**src/rtl/clk_div_gen.sv**
```systemverilog
// clk_div_gen: NCH-channel run-time programmable clock divider with one-cycle edge ticks.
// Optional macro CLKDIV_SYNC_EN adds a sync input that phase-aligns all channels.
module clk_div_gen #(
  parameter int NCH     = 2,
  parameter int CW      = 8,
  parameter int DEF_DIV = 9,
  localparam int CHW    = (NCH > 1) ? $clog2(NCH) : 1
) (
  input  logic           clk,
  input  logic           rst_n,
`ifdef CLKDIV_SYNC_EN
  input  logic           sync,
`endif
  input  logic [NCH-1:0] en,
  input  logic           cfg_valid,
  output logic           cfg_ready,
  input  logic [CHW-1:0] cfg_ch,
  input  logic [CW-1:0]  cfg_div,
  output logic [NCH-1:0] clk_out,
  output logic [NCH-1:0] tick,
  output logic [NCH-1:0] pend
);

  typedef enum logic [1:0] {IDLE, RUN, RUN_PEND} ch_state_t;

  logic [CW-1:0]  cnt      [NCH];
  logic [CW-1:0]  div_act  [NCH];
  logic [CW-1:0]  div_nxt  [NCH];
  logic [CW-1:0]  cnt_d    [NCH];
  logic [CW-1:0]  div_act_d[NCH];
  logic [CW-1:0]  div_nxt_d[NCH];
  logic [NCH-1:0] pend_d;
  logic [NCH-1:0] clk_out_d;
  logic [NCH-1:0] tick_d;
  logic [NCH-1:0] acc;
  logic [CW-1:0]  div_in;
  ch_state_t      st       [NCH];

  // Out-of-range channel numbers are always ready and the write is dropped.
  always_comb begin
    cfg_ready = 1'b1;
    for (int i = 0; i < NCH; i++)
      if (cfg_ch == CHW'(i)) cfg_ready = ~pend[i];
  end

  always_comb begin
    acc = '0;
    for (int i = 0; i < NCH; i++)
      acc[i] = cfg_valid && cfg_ready && (cfg_ch == CHW'(i));
  end

  assign div_in = (cfg_div == '0) ? CW'(1) : cfg_div;

  always_comb begin
    pend_d    = pend;
    clk_out_d = clk_out;
    tick_d    = '0;
    for (int i = 0; i < NCH; i++) begin
      cnt_d[i]     = cnt[i];
      div_act_d[i] = div_act[i];
      div_nxt_d[i] = div_nxt[i];
      if (!en[i])       st[i] = IDLE;
      else if (pend[i]) st[i] = RUN_PEND;
      else              st[i] = RUN;

      case (st[i])
        IDLE: begin
          if (pend[i]) begin
            div_act_d[i] = div_nxt[i];
            cnt_d[i]     = '0;
            pend_d[i]    = 1'b0;
          end
        end
        RUN, RUN_PEND: begin
          if (cnt[i] == div_act[i] - CW'(1)) begin
            cnt_d[i]     = '0;
            clk_out_d[i] = ~clk_out[i];
            tick_d[i]    = 1'b1;
            // A pending ratio only lands on a half-period boundary.
            if (st[i] == RUN_PEND) begin
              div_act_d[i] = div_nxt[i];
              pend_d[i]    = 1'b0;
            end
          end else begin
            cnt_d[i] = cnt[i] + CW'(1);
          end
        end
        default: ;
      endcase

`ifdef CLKDIV_SYNC_EN
      if (sync) begin
        cnt_d[i]     = '0;
        clk_out_d[i] = 1'b0;
        tick_d[i]    = 1'b0;
        if (pend[i]) begin
          div_act_d[i] = div_nxt[i];
          pend_d[i]    = 1'b0;
        end
      end
`endif

      // Acceptance implies pend was clear, so it never races an apply.
      if (acc[i]) begin
        div_nxt_d[i] = div_in;
        pend_d[i]    = 1'b1;
      end
    end
  end

  always_ff @(posedge clk or negedge rst_n) begin
    if (!rst_n) begin
      for (int i = 0; i < NCH; i++) begin
        cnt[i]     <= '0;
        div_act[i] <= CW'(DEF_DIV);
        div_nxt[i] <= CW'(DEF_DIV);
      end
      pend    <= '0;
      clk_out <= '0;
      tick    <= '0;
    end else begin
      for (int i = 0; i < NCH; i++) begin
        cnt[i]     <= cnt_d[i];
        div_act[i] <= div_act_d[i];
        div_nxt[i] <= div_nxt_d[i];
      end
      pend    <= pend_d;
      clk_out <= clk_out_d;
      tick    <= tick_d;
    end
  end

endmodule

```
**config.mk**
```make
export PLATFORM = sky130hd
export DESIGN_NAME = clk_div_gen
export DESIGN_NICKNAME = d
export VERILOG_FILES = /design/src/rtl/clk_div_gen.sv
export SDC_FILE = /design/constraint.sdc
export NUM_CORES = 1
export LEC_CHECK = 0
export ABC_AREA = 1
export CAP_MARGIN = 30
export CELL_PAD_IN_SITES_DETAIL_PLACEMENT = 1
export CELL_PAD_IN_SITES_GLOBAL_PLACEMENT = 1
export CORE_UTILIZATION = 44
export CTS_CLUSTER_SIZE = 12
export DETAILED_ROUTE_END_ITERATION = 7
export GPL_TIMING_DRIVEN = 1
export PLACE_DENSITY_LB_ADDON = 0.1
export SYNTH_ARGS = -nofsm -noshare
export SYNTH_HDL_FRONTEND = slang
export SYNTH_SLANG_ARGS = --single-unit
```
**constraint.sdc**
```tcl
create_clock -name clk -period 2.1 [get_ports clk]
set_input_delay 0.42 -clock clk [delete_from_list [all_inputs] [get_ports clk]]
set_output_delay 0.42 -clock clk [all_outputs]
set_load 0.03 [all_outputs]
```
# Yosys cells after proc, flatten, opt, wreduce, memory -nomap -nowiden

Index checks and enable logic that the tools add are counted.

Register bits after elaboration: 54
Input bits: 14
Output and inout bits: 7
Word-level logic and storage cells: 88

$add $sub $neg: 4
Equality and inequality tests: 16
Muxes and demuxes: 32
Bitwise operators: 5
Reductions and logical operators: 20

Operators with widths:

| operator                                                           | number |
|---|---|
| 8-bit 2-to-1 mux                                                   | 11 |
| 8-bit case mux with 2 select lines                                 | 4 |
| 8-bit by 1-bit adder with 8-bit output, second input constant      | 2 |
| 8-bit == test                                                      | 2 |
| 8-bit by 1-bit subtractor with 8-bit output, second input constant | 2 |
| 2-bit != test, second input constant                               | 6 |
| 3-bit != test, second input constant                               | 4 |
| 1-bit 2-to-1 mux                                                   | 11 |
| 8-bit zero test                                                    | 1 |
| 2-bit 2-to-1 mux                                                   | 4 |
| 2-bit AND reduction                                                | 4 |
| 4-bit AND reduction                                                | 2 |
| 3-bit AND reduction                                                | 2 |
| 3-bit nonzero test                                                 | 2 |
| 1-bit inverter                                                     | 5 |
| 2-bit by 1-bit == test with 1-bit output, second input constant    | 2 |
| 2-bit == test, second input constant                               | 2 |
| 2-bit zero test                                                    | 2 |
| 1-bit case mux with 2 select lines                                 | 2 |
| 2-bit nonzero test                                                 | 2 |
| 2-bit OR reduction                                                 | 2 |
| 1-bit logical AND                                                  | 3 |

# Depth between registers and ports, before layout

Depth after elaboration: 7
Depth in mapped cells: 13
Gate-level depth less buffers: 13

# Worst setup path before layout

Ideal clock, no wire load.

Path type: flip-flop to flip-flop
Start: register div_act[8] (netlist bit)
End: register div_act[12] (netlist bit)
Setup time: 0.117 ns
Arrival: 1.798 ns
Data required time: 1.983 ns
Slack: 0.185 ns
Stages on the path, launching flop included: 12
Path buffers: 1
Clock period less this slack: 1.915 ns
Path through: dfstp_2 -> inv_2 -> ha_1 -> or2_2 -> nand3_1 -> o21bai_1 -> nor2_2 -> nand3_4 -> nand2_4 -> buf_6 -> nand3_2 -> nand2_1

Longest elaborated chain between the ends: 4

Ends and longest elaborated chain:

| element                                     | line | text |
|---|---|---|
| start: declaration                          | 27   | `logic [CW-1:0] div_act [NCH];` |
| start signal: indexed assignment            | 115  | `div_act[i] <= CW'(DEF_DIV);` |
| start signal: indexed assignment            | 124  | `div_act[i] <= div_act_d[i];` |
| 8-bit by 1-bit subtractor with 8-bit output | 75   | `if (cnt[i] == div_act[i] - CW'(1)) begin` |
| 8-bit == test                               | 75   |  |
| 2-bit != test (no line)                     | --   |  |
| 4-bit AND reduction (no line)               | --   |  |

Every way passes these cells.
A chain may end at the register's enable or synchronous reset.

# Worst setup path after layout

Start: register div_act[0] (netlist bit)
End: register cnt[4] (netlist bit)

Longest elaborated chain between the ends: 4

Ends and longest elaborated chain:

| element                                     | line | text |
|---|---|---|
| 8-bit by 1-bit subtractor with 8-bit output | 75   |  |
| 8-bit == test                               | 75   |  |
| 8-bit 2-to-1 mux                            | 75   |  |
| 8-bit case mux with 2 select lines          | 66   | `case (st[i])` |
| end signal: indexed assignment              | 123  | `cnt[i] <= cnt_d[i];` |
| end: declaration                            | 26   | `logic [CW-1:0] cnt [NCH];` |

Every way passes these cells.

==> insert_results.sql <==
INSERT INTO impl_metrics (metric_group, metric, value, unit) VALUES
('worst_setup_path', 'critical_path.slowest_cell', 'sky130_fd_sc_hd__dfstp_2', ''),
('worst_setup_path', 'critPathMaxFanout', '5', ''),
('timing', 'hold_viol_final', '0', ''),
('worst_setup_path', 'worstPathArrival', '2.25', 'ns'),
('grt', 'grt_pass1_wl', '12110', 'um'),
('outcome', 'status', 'finished, final reports clean', ''),
('worst_setup_path', 'worst_setup_path_startpoint', 'div_act[0]$_DFFE_PN1P_', ''),
('yosys', 'number_of_instances_in_the_synthesized_netlist', '365', ''),
('timing', 'worstMarginPinSlew', '0.5680', 'ns'),
('power', 'irDropWorstVdd', '672.2', 'uV'),
('grt', 'antenna_found_initial', '0', ''),
('placed_design', 'dpl.hpwl', '5418', 'um'),
('cells_and_area', 'final_nets', '413', ''),
('timing', 'headroom_to_the_max_slew_limit', '62.13', '%'),
('timing', 'timing.hold.ws', '0.08434', 'ns'),
('yosys', 'ys_dominant_reg_cell', 'sky130_fd_sc_hd__dfrtp_1', ''),
('worst_setup_path', 'worstRegToRegCells', '12', ''),
('placed_design', 'numPlacedInstances', '463', ''),
('die', 'start_util', '45.77', '%'),
('worst_setup_path', 'end_kind', 'flip-flop', ''),
('die', 'die_w', '83.28', 'um'),
('yosys', 'netlist-cell-type-count', '33', ''),
('placed_design', 'buffer_ports.inserted', '20', ''),
('worst_setup_path', 'timing.critical_path.slowest_cell_delay', '0.55', 'ns'),
('cts', 'ctsHoldBuffers', '0', ''),
('grt', 'grt_overflow', '0', ''),
('worst_setup_path', 'r2r_slack', '0.04', 'ns'),
('routing', 'dr_total_vias', '2451', ''),
('grt', 'gr_util_all_layers', '22.09', '%'),
('die', 'floorplan.die_area', '0.006935', 'mm2'),
('worst_setup_path', 'cp_common_cell', 'sky130_fd_sc_hd__inv_2', ''),
('cells_and_area', 'most_common_cell_after_layout_fill_and_taps_aside', 'sky130_fd_sc_hd__nand2_1', ''),
('timing', 'post-route-min-period', '2.057', 'ns'),
('power', 'total_leakage_power', '1.702', 'nW'),
('die', 'row_count', '29', ''),
('timing', 'final_max_slew_viol_count', '0', ''),
('worst_setup_path', 'crit_type', 'flip-flop to flip-flop', ''),
('cells_and_area', 'stdcell_area', '0.003493', 'mm2'),
('grt', 'largest_net_degree_at_the_start_of_global_routing', '32', ''),
('cells_and_area', 'flow.area_growth_from_synthesis', '20.19', '%'),
('cts', 'h-tree-depth', '2', ''),
('timing', 'grt_setup_unrepaired', 'yes', ''),
('routing', 'drt_pre_antenna_iters', '5', ''),
('cts', 'numCtsBuffers', '5', ''),
('cells_and_area', 'final_layout_size_suffix_gt1_share', '16.41', '%'),
('routing', 'post_route_antenna_net_violation_count', '0', ''),
('cells_and_area', 'nFillCells', '775', ''),
('yosys', 'synth_enable_flop_cells', '0', ''),
('cells_and_area', 'layout_common_cells', '104 x sky130_fd_sc_hd__nand2_1, 46 x sky130_fd_sc_hd__dfrtp_1, 43 x sky130_fd_sc_hd__inv_1', ''),
('worst_setup_path', 'crit-reg2reg-launch', 'div_act[0]$_DFFE_PN1P_', ''),
('placed_design', 'gp_congestion', '0.7868', ''),
('yosys', 'asyncSetResetFlopFracSynth', '100.0', '%'),
('yosys', 'yosysSeqAreaShare', '46.84', '%'),
('worst_setup_path', 'crit_required', '2.29', 'ns'),
('cells_and_area', 'instances_no_fill', '473', ''),
('cts', 'clockRootBuffer', 'sky130_fd_sc_hd__clkbuf_8', ''),
('routing', 'drcViolationCount', '0', ''),
('power', 'power-per-cell-area', '1264', 'mW/mm2'),
('cts', 'cts_buffer_depth', '2', ''),
('worst_setup_path', 'worstReg2RegEnd', 'cnt[4]$_DFFE_PN0P_', ''),
('worst_setup_path', 'timing.critical_path.from_type', 'flip-flop', ''),
('timing', 'achievable-frequency', '486.1', 'MHz'),
('timing', 'final.setup_skew', '0.007339', 'ns'),
('routing', 'first_iter_violations', '80', ''),
('cts', 'tritoncts', 'built', ''),
('routing', 'avgRoutedWirePerCell', '15.25', 'um'),
('timing', 'final_critical_path_share_of_the_clock_period', '97.96', '%'),
('yosys', 'syn_area_per_cell', '7.963', 'um2'),
('cts', 'clk_pin_slew', '0.10', 'ns'),
('min_path', 'timing.hold.worst.class', 'input pin to asynchronous set/reset pin', ''),
('yosys', 'synth-seq-cells', '54', '');
timing repair:
item,4_1_cts,5_1_grt
buffers inserted,0,0
setup endpoints to repair,8,34
gates cloned,0,2
resized for setup,1,25
pin swaps,0,5
endpoints found under the hold margin,0,0
worst min-delay path by stage:
stage,start,to,cells after the start
6_report,rst_n,div_act[6]$_DFFE_PN0P_,1
5_1_grt,rst_n,div_nxt[6]$_DFFE_PN0P_,1
4_1_cts,rst_n,div_act[6]$_DFFE_PN0P_,1
3_5_place_dp,rst_n,div_act[6]$_DFFE_PN0P_,1
3_3_place_gp,rst_n,div_act[6]$_DFFE_PN0P_,1
2_1_floorplan,rst_n,clk_out[0]$_DFFE_PN0P_,0
kinds of logic after synthesis:
group	count (synthesis)	synth area share, %
flops	54	46.84
xor+xnor	22	6.630
buf+inv	55	7.748
simple gates	195	29.83
fa+ha+maj	4	1.722
compound gates	35	7.232
synthesized netlist by cell type (2+ instances only):
library cell	count	area share (%)
sky130_fd_sc_hd__inv_2	3	0.39
sky130_fd_sc_hd__nand3_1	31	5.3
sky130_fd_sc_hd__o21ai_0	20	3.4
sky130_fd_sc_hd__ha_1	4	1.7
sky130_fd_sc_hd__o21bai_1	2	0.52
sky130_fd_sc_hd__buf_2	2	0.34
sky130_fd_sc_hd__nor2_2	4	0.86
sky130_fd_sc_hd__nor2_1	27	3.5
sky130_fd_sc_hd__dfstp_2	8	7.2
sky130_fd_sc_hd__xor2_1	15	4.5
sky130_fd_sc_hd__nand2_2	2	0.43
sky130_fd_sc_hd__clkbuf_1	2	0.26
sky130_fd_sc_hd__buf_6	2	0.77
sky130_fd_sc_hd__xnor2_1	7	2.1
sky130_fd_sc_hd__dfrtp_1	46	40
sky130_fd_sc_hd__nand2_1	112	14
sky130_fd_sc_hd__o22ai_1	9	1.9
sky130_fd_sc_hd__nand3_2	5	1.7
sky130_fd_sc_hd__nor3_1	6	1.0
sky130_fd_sc_hd__a21oi_1	2	0.34
sky130_fd_sc_hd__inv_1	44	5.7
flip-flops by register name, summed over array words and instances, names as in the netlist:
| name | cells |
|---|---|
| clk_out | 2 |
| div_act | 16 |
| div_nxt | 16 |
| pend | 2 |
| cnt | 16 |
| tick | 2 |
critical path: cells and delay by family, from the launching register on:
| kind | cells | cell delay, ns |
|---|---|---|
| flip-flops | 1 | 0.55 |
| AND/OR/NAND/NOR | 6 | 0.51 |
| AO/OA/AOI/OAI | 2 | 0.35 |
| buffers and inverters | 3 | 0.28 |
| adder cells (fa/ha/maj) | 1 | 0.26 |
area by class of cell:
class,instances,area (um2),area share [%]
timing repair buffer,29,306.5,8.775
inverter,48,182.7,5.229
multi-input combinational,257,1436,41.12
tap,77,96.34,2.758
sequential,54,1361,38.97
clock inverter,2,37.54,1.074
clock buffer,6,72.57,2.077
where the power goes:
group          internal, W  switching (W)  total (W)  leakage (nW)
combinational     0.000808        0.00119    0.00199         0.972
sequential         0.00138       0.000340    0.00172         0.678
clock             0.000356       0.000345   0.000701        0.0514
total              0.00254        0.00187    0.00442          1.70
per-stage QoR:
stage	worst slack, ns	power (W)	utilization [%]
4_1_cts	0.01231	0.004271	52.77
5_1_grt	-0.08187	0.004796	55.01
3_3_place_gp	0.02609	0.003466	50.96
2_1_floorplan	0.1850	0.003003	-
3_5_place_dp	-0.006918	0.003550	50.96
6_report	0.04274	0.004415	55.01
layer usage:
metal  share of wire, %  GRT usage [%]
met1                 49          30.19
met3                2.3          3.877
met2                 47          36.07
met4                1.4          6.270
met5                  0              0
Note: power is estimated with default switching activity, not from simulation.
